$ cat src/rtl/reflex_judge.sv
// Reflex judge: scores button presses against the lit target, one response window per clk_4s edge.
// Latency: button pin to press_pulse 3 clk; hit/miss/score/wrong_time registered 1 clk after press_pulse or win_edge.
// Backpressure: none; switch=0 freezes all state and ignores presses and window edges.
//
// Ports: clk/rst (sync, active-high), switch (run/freeze), clk_4s (round clock, both edges open a window),
//        target (one-hot lit target), btn (raw async buttons), wrong_time/score/round_cnt (counters),
//        hit/miss (one-cycle pulses), game_over (level until rst).
// Optional macro REACTION_TIME_EN adds best_ms (fastest hit in TICK_DIV-cycle ticks).
module reflex_judge #(
    parameter int MAX_WRONG = 3,
    parameter int ROUNDS    = 15,
    parameter int TICK_DIV  = 50000
) (
    input  logic        clk,
    input  logic        rst,
    input  logic        switch,
    input  logic        clk_4s,
    input  logic [3:0]  target,
    input  logic [3:0]  btn,
    output logic [2:0]  wrong_time,
    output logic [4:0]  score,
    output logic [3:0]  round_cnt,
    output logic        hit,
    output logic        miss,
    output logic        game_over
`ifdef REACTION_TIME_EN
    ,
    output logic [15:0] best_ms
`endif
);

    typedef enum logic [1:0] {IDLE, ARMED, JUDGED, OVER} state_t;

    state_t     state_q;
    logic [3:0] tgt_q;
    logic [3:0] round_q;
    logic [4:0] score_q;
    logic [2:0] wrong_q;
    logic       hit_q, miss_q, over_q;

    // Button synchronizer, delay stage for edge detect, registered press pulse.
    logic [3:0] btn_s1_q, btn_s2_q, btn_s3_q, press_q;
    logic       clk4s_q;

    always_ff @(posedge clk) begin
        if (rst) begin
            btn_s1_q <= 4'd0;
            btn_s2_q <= 4'd0;
            btn_s3_q <= 4'd0;
            press_q  <= 4'd0;
        end else begin
            btn_s1_q <= btn;
            btn_s2_q <= btn_s1_q;
            btn_s3_q <= btn_s2_q;
            press_q  <= btn_s2_q & ~btn_s3_q;
        end
    end

    // Tracks clk_4s even through reset so a high level at reset release is not seen as an edge.
    always_ff @(posedge clk) begin
        clk4s_q <= clk_4s;
    end

    logic       win_edge;
    logic       press_any, press_ok, last_round, err_limit;
    logic [2:0] wrong_d;
    logic [4:0] score_d;

    assign win_edge   = clk_4s ^ clk4s_q;
    assign press_any  = |press_q;
    // Exactly one bit pressed and it equals the latched target.
    assign press_ok   = (press_q == tgt_q) && ((press_q & (press_q - 4'd1)) == 4'd0);
    assign last_round = (round_q == 4'(ROUNDS));
    assign wrong_d    = (wrong_q == 3'(MAX_WRONG)) ? wrong_q : wrong_q + 3'd1;
    assign err_limit  = (wrong_d == 3'(MAX_WRONG));
    assign score_d    = (score_q == 5'd31) ? score_q : score_q + 5'd1;

    always_ff @(posedge clk) begin
        if (rst) begin
            state_q <= IDLE;
            tgt_q   <= 4'd0;
            round_q <= 4'd0;
            score_q <= 5'd0;
            wrong_q <= 3'd0;
            hit_q   <= 1'b0;
            miss_q  <= 1'b0;
            over_q  <= 1'b0;
        end else begin
            hit_q  <= 1'b0;
            miss_q <= 1'b0;
            if (switch) begin
                case (state_q)
                    IDLE: begin
                        if (win_edge) begin
                            tgt_q   <= target;
                            round_q <= 4'd1;
                            state_q <= ARMED;
                        end
                    end
                    ARMED: begin
                        if (win_edge) begin
                            // Timeout; a press in the same cycle is discarded.
                            miss_q  <= 1'b1;
                            wrong_q <= wrong_d;
                            if (err_limit || last_round) begin
                                state_q <= OVER;
                                over_q  <= 1'b1;
                            end else begin
                                round_q <= round_q + 4'd1;
                                tgt_q   <= target;
                                state_q <= ARMED;
                            end
                        end else if (press_any) begin
                            if (press_ok) begin
                                hit_q   <= 1'b1;
                                score_q <= score_d;
                                state_q <= JUDGED;
                            end else begin
                                miss_q  <= 1'b1;
                                wrong_q <= wrong_d;
                                if (err_limit) begin
                                    state_q <= OVER;
                                    over_q  <= 1'b1;
                                end else begin
                                    state_q <= JUDGED;
                                end
                            end
                        end
                    end
                    JUDGED: begin
                        if (win_edge) begin
                            if (last_round) begin
                                state_q <= OVER;
                                over_q  <= 1'b1;
                            end else begin
                                round_q <= round_q + 4'd1;
                                tgt_q   <= target;
                                state_q <= ARMED;
                            end
                        end
                    end
                    default: ;
                endcase
            end
        end
    end

    assign wrong_time = wrong_q;
    assign score      = score_q;
    assign round_cnt  = round_q;
    assign hit        = hit_q;
    assign miss       = miss_q;
    assign game_over  = over_q;

`ifdef REACTION_TIME_EN
    localparam int PW = $clog2(TICK_DIV + 1);

    logic [PW-1:0] pre_q;
    logic [15:0]   tick_q, best_q;
    logic          open_win, hit_now;

    // Mirrors the FSM conditions that open a window or score a hit.
    assign open_win = switch && win_edge &&
                      ((state_q == IDLE) ||
                       (state_q == ARMED  && !err_limit && !last_round) ||
                       (state_q == JUDGED && !last_round));
    assign hit_now  = switch && !win_edge && (state_q == ARMED) && press_any && press_ok;

    always_ff @(posedge clk) begin
        if (rst) begin
            pre_q  <= '0;
            tick_q <= 16'd0;
            best_q <= 16'hFFFF;
        end else if (switch) begin
            if (open_win) begin
                pre_q  <= '0;
                tick_q <= 16'd0;
            end else if (pre_q == PW'(TICK_DIV - 1)) begin
                pre_q  <= '0;
                tick_q <= (tick_q == 16'hFFFF) ? tick_q : tick_q + 16'd1;
            end else begin
                pre_q <= pre_q + PW'(1);
            end
            if (hit_now && (tick_q < best_q)) begin
                best_q <= tick_q;
            end
        end
    end

    assign best_ms = best_q;
`endif

endmodule

$ cat config.mk
export PLATFORM = sky130hd
export DESIGN_NAME = reflex_judge
export DESIGN_NICKNAME = d
export VERILOG_FILES = /design/src/rtl/reflex_judge.sv
export SDC_FILE = /design/constraint.sdc
export NUM_CORES = 1
export LEC_CHECK = 0
export ABC_AREA = 1
export CORE_ASPECT_RATIO = 1.25
export CORE_MARGIN = 2
export CORE_UTILIZATION = 35
export DETAILED_ROUTE_END_ITERATION = 8
export PLACE_DENSITY = 0.56
export SLEW_MARGIN = 40
export SYNTH_ARGS = -nofsm -noshare
export SYNTH_HDL_FRONTEND = slang
export SYNTH_SLANG_ARGS = --single-unit
$ cat constraint.sdc
create_clock -name clk -period 2.04 [get_ports clk]
set_clock_uncertainty 0.2 [all_clocks]
set_input_delay 0.204 -clock clk [delete_from_list [all_inputs] [get_ports clk]]
set_output_delay 0.204 -clock clk [all_outputs]
set_load 0.05 [all_outputs]
==> results.md, run 1 <==
* Drc violations at 0
* Top Family by Delay on Critical Path: buffers and inverters
* Max-slew headroom at the worst pin at 0.666
* Antenna Nets Post-Route at 0
* First-pass GRT wire length at 6.40 mm
* Number of DRC markers in iteration 0 at 69
* Post-route setup TNS at 0 ns
* CP required at 1.64 ns
* Share of cells above drive strength 1 at 0.104
* Min-Delay Path Class: reg2reg
* Distinct cells, synth at 25
* Worst-margin pin slew at 0.500 ns
* Chip width at 68.2 um
* Num CTS Buffers at 5
* WP data arrival at 1.55 ns
* Core area at 5040 sq um
* Instance area at placement at 2180 sq um
* Synth cell count leaders: 51 x nand2_1, 42 x nor2_1, 38 x dfxtp_1, 38 x inv_1, 15 x nand3_1
* Vias per std cell at 4.57
* Fin crit share at 0.960
* FF-to-FF End: round_cnt[1]
* Clock root cell: clkbuf_8
* Final WL at 3.60 mm
* Critical path class: reg2out
* Hold path endpoint: press_q[0]
* RSZ-0062 raised after global routing: no
* Hold slack at 0.178 ns
* Layout Nets at 309
* Initial antenna violation count at 0
* Peak supply drop at 0.359 mV
* Worst Path Max Fanout at 6
* Hold Path Depth at 1
* Starting Density at 0.358
* Fillers at 511
* Vias at 1,604
* Row cnt at 29
* Vias in the first global route at 1,516
* Top_reg_cell synth: dfxtp_1
* Clk sink count at 38
* Setup violators final at 0
* Synth top area share at 0.421
* Die Height at 84.3 um
* Fin area at 2260 sq um
* Ys async rst share at 0
* Worst skew pair latency at 0.29 ns
* Global route overflow at 0
* Area leader, netlist: dfxtp_1
* Syn_nets at 273
* Critical hold path startpoint: btn_s3_q[0]
* LEAKAGE at 1.01 nW
* Layout area overhead at 25.3%
* CTS max path bufs at 2
* Clk slew on worst S/H paths at 0.08 ns
* Power Dens Cells at 733 nW/um^2
* Crit path launch type: register
* Max-slew violations at 0
* Worst R2R Path Depth at 9
* Hold Fails Final Rpt at 0
* Sequential fraction of the synthesis area at 0.421
* Placed instance count at 343
* # H-tree levels at 2
* Number of iterations in the first detailed-routing pass at 4
* Worst Path Buf+Inv at 1
* Status: complete, no violations
* Reg-to-reg slack, setup at 0.13 ns
* Routability cong. at 0.830
* CTS tree: done
* Post-synth EDFFs at 0
* Worst-path cell chain: clkdlybuf4s50_1
* Tot GR Track Use at 0.143
* Die area at 5750 sq um
* Fin crit period at 1.96 ns
* Ant diodes at 0
* Hold buffers post-CTS at 0
* FMAX at 0.511 GHz
* I/O pin count at 27
* Synth warnings at 0
* Max_cap viols at 0
* HPWL after DPL at 2.68 mm
* Per-cell routed wire length at 10.3 um
* Top-count cell post-synth: nand2_1
* Synth Instances at 253
* FF-to-FF Start: state_q[0]
* I/O Buffers at 26
* CP max-delay cell: clkdlybuf4s50_1
* Multi-input gate area at 870 sq um
* CP peak stage delay at 0.84 ns
* Utilization after layout at 0.449
* Pin count of the biggest net entering global routing at 25
* Final std cells w/o fill at 351
* Crit end category: primary output
* Register area at 761 sq um
* Area contributors post-synth: dfxtp_1 42%, nand2_1 11%, nor2_1 8.7%
* Synthesized area per cell at 7.14 sq um
* Synth Register Bits at 38
* Cell area after synthesis at 1810 sq um
[layer usage]
layer | vias to the layer above | part of all wire | global-route usage
met5 | - | 0 | 0
met4 | 0 | 0.019 | 0.0545
met3 | 5 | 0.036 | 0.0322
met2 | 41 | 0.46 | 0.249
met1 | 699 | 0.48 | 0.165
li1 | 859 | - | -
[worst max path at each step]
| stage | slack, ns | cells past startpoint | end | startpoint |
|---|---|---|---|---|
| finish | 0.08 | 1 | round_cnt[3] | round_cnt[3] |
| CTS | 0.07 | 2 | score[0] | score[0] |
| global placement | 0.04 | 10 | tgt_q[2] | clk_4s |
| detailed placement | 0.03 | 10 | tgt_q[3] | clk_4s |
| floorplan | 0.02 | 10 | round_cnt[0] | wrong_time[1] |
| global route | 0.02 | 8 | tgt_q[3] | state_q[0] |
[state kept, by name (all words and copies together) (netlist names)]
name	flops
clk4s_q	1
state_q	2
miss	1
game_over	1
btn_s2_q	4
tgt_q	4
hit	1
round_cnt	4
press_q	4
btn_s3_q	4
wrong_time	3
btn_s1_q	4
score	5
[layout make-up]
| type | count | share of cell area |
|---|---|---|
| repair buffers | 34 | 0.142 |
| well taps | 62 | 0.0343 |
| flip-flops and latches | 38 | 0.336 |
| multi-input cells | 170 | 0.384 |
| clock buffers | 5 | 0.0304 |
| clock inverters | 2 | 0.00442 |
| inverters | 40 | 0.0686 |
[repair_timing]
| item | 4_1_cts | 5_1_grt |
|---|---|---|
| buffers inserted | 0 | 1 |
| endpoints found under the hold margin | 0 | 0 |
| setup endpoints to repair | 0 | 1 |
| gates resized for setup | 0 | 1 |
[power breakdown]
part	leakage [nW]	internal, mW	total, mW	switching [mW]
Sequential	0.311	0.782	0.812	0.0298
Clock	0.0438	0.229	0.490	0.261
Combinational	0.652	0.140	0.356	0.215
[cells in the final DEF (no fill, tap or decap)]
| cell | count |
|---|---|
| o21ai_0 | 10 |
| clkinv_4 | 1 |
| o211ai_1 | 1 |
| nand3_1 | 15 |
| nand2_1 | 51 |
| nor3b_1 | 1 |
| or2_2 | 2 |
| nor3_1 | 6 |
| ha_1 | 8 |
| buf_4 | 8 |
| clkbuf_8 | 5 |
| inv_2 | 1 |
| a31oi_1 | 1 |
| clkdlybuf4s50_1 | 26 |
| dfxtp_1 | 38 |
| inv_1 | 38 |
| nand2_4 | 4 |
| nand2_2 | 4 |
| a21boi_0 | 1 |
| nor2_1 | 42 |
| xor2_1 | 2 |
| nand4_1 | 4 |
| o21ai_1 | 2 |
| nor3_4 | 1 |
| nand3_2 | 2 |
| a21oi_1 | 13 |
| clkinv_2 | 2 |
[stage by stage]
step	worst slack [ns]	total power, mW
final	0.0818	1.66
after global routing	0.0208	1.76
after CTS	0.0726	1.67
after detailed placement	0.0329	1.18
after global placement	0.0413	1.18
after floorplan	0.0154	1.07
[cells by family (layout without fill, tap and decap cells)]
family	after synthesis	count (layout)	synth area share
DFF	38	38	0.421
AOI/OAI and AO/OA	28	28	0.0811
xor gates and xnor gates	2	2	0.00970
adders and majority gates	8	8	0.0554
buffers and inverters	45	81	0.0970
and+or+nand+nor	132	132	0.335
Power figures use the tool's default switching activity.
==> inputs of run 2 (changes only) <==
--- a/config.mk
+++ b/config.mk
@@ -6,6 +6,7 @@
 export NUM_CORES = 1
 export LEC_CHECK = 0
 export ABC_AREA = 1
+export CAP_MARGIN = 25
 export CORE_ASPECT_RATIO = 1.25
 export CORE_MARGIN = 2
 export CORE_UTILIZATION = 35
==> results of run 2 <==
No change in the layout: final DEF, timing and power equal those of run 1.
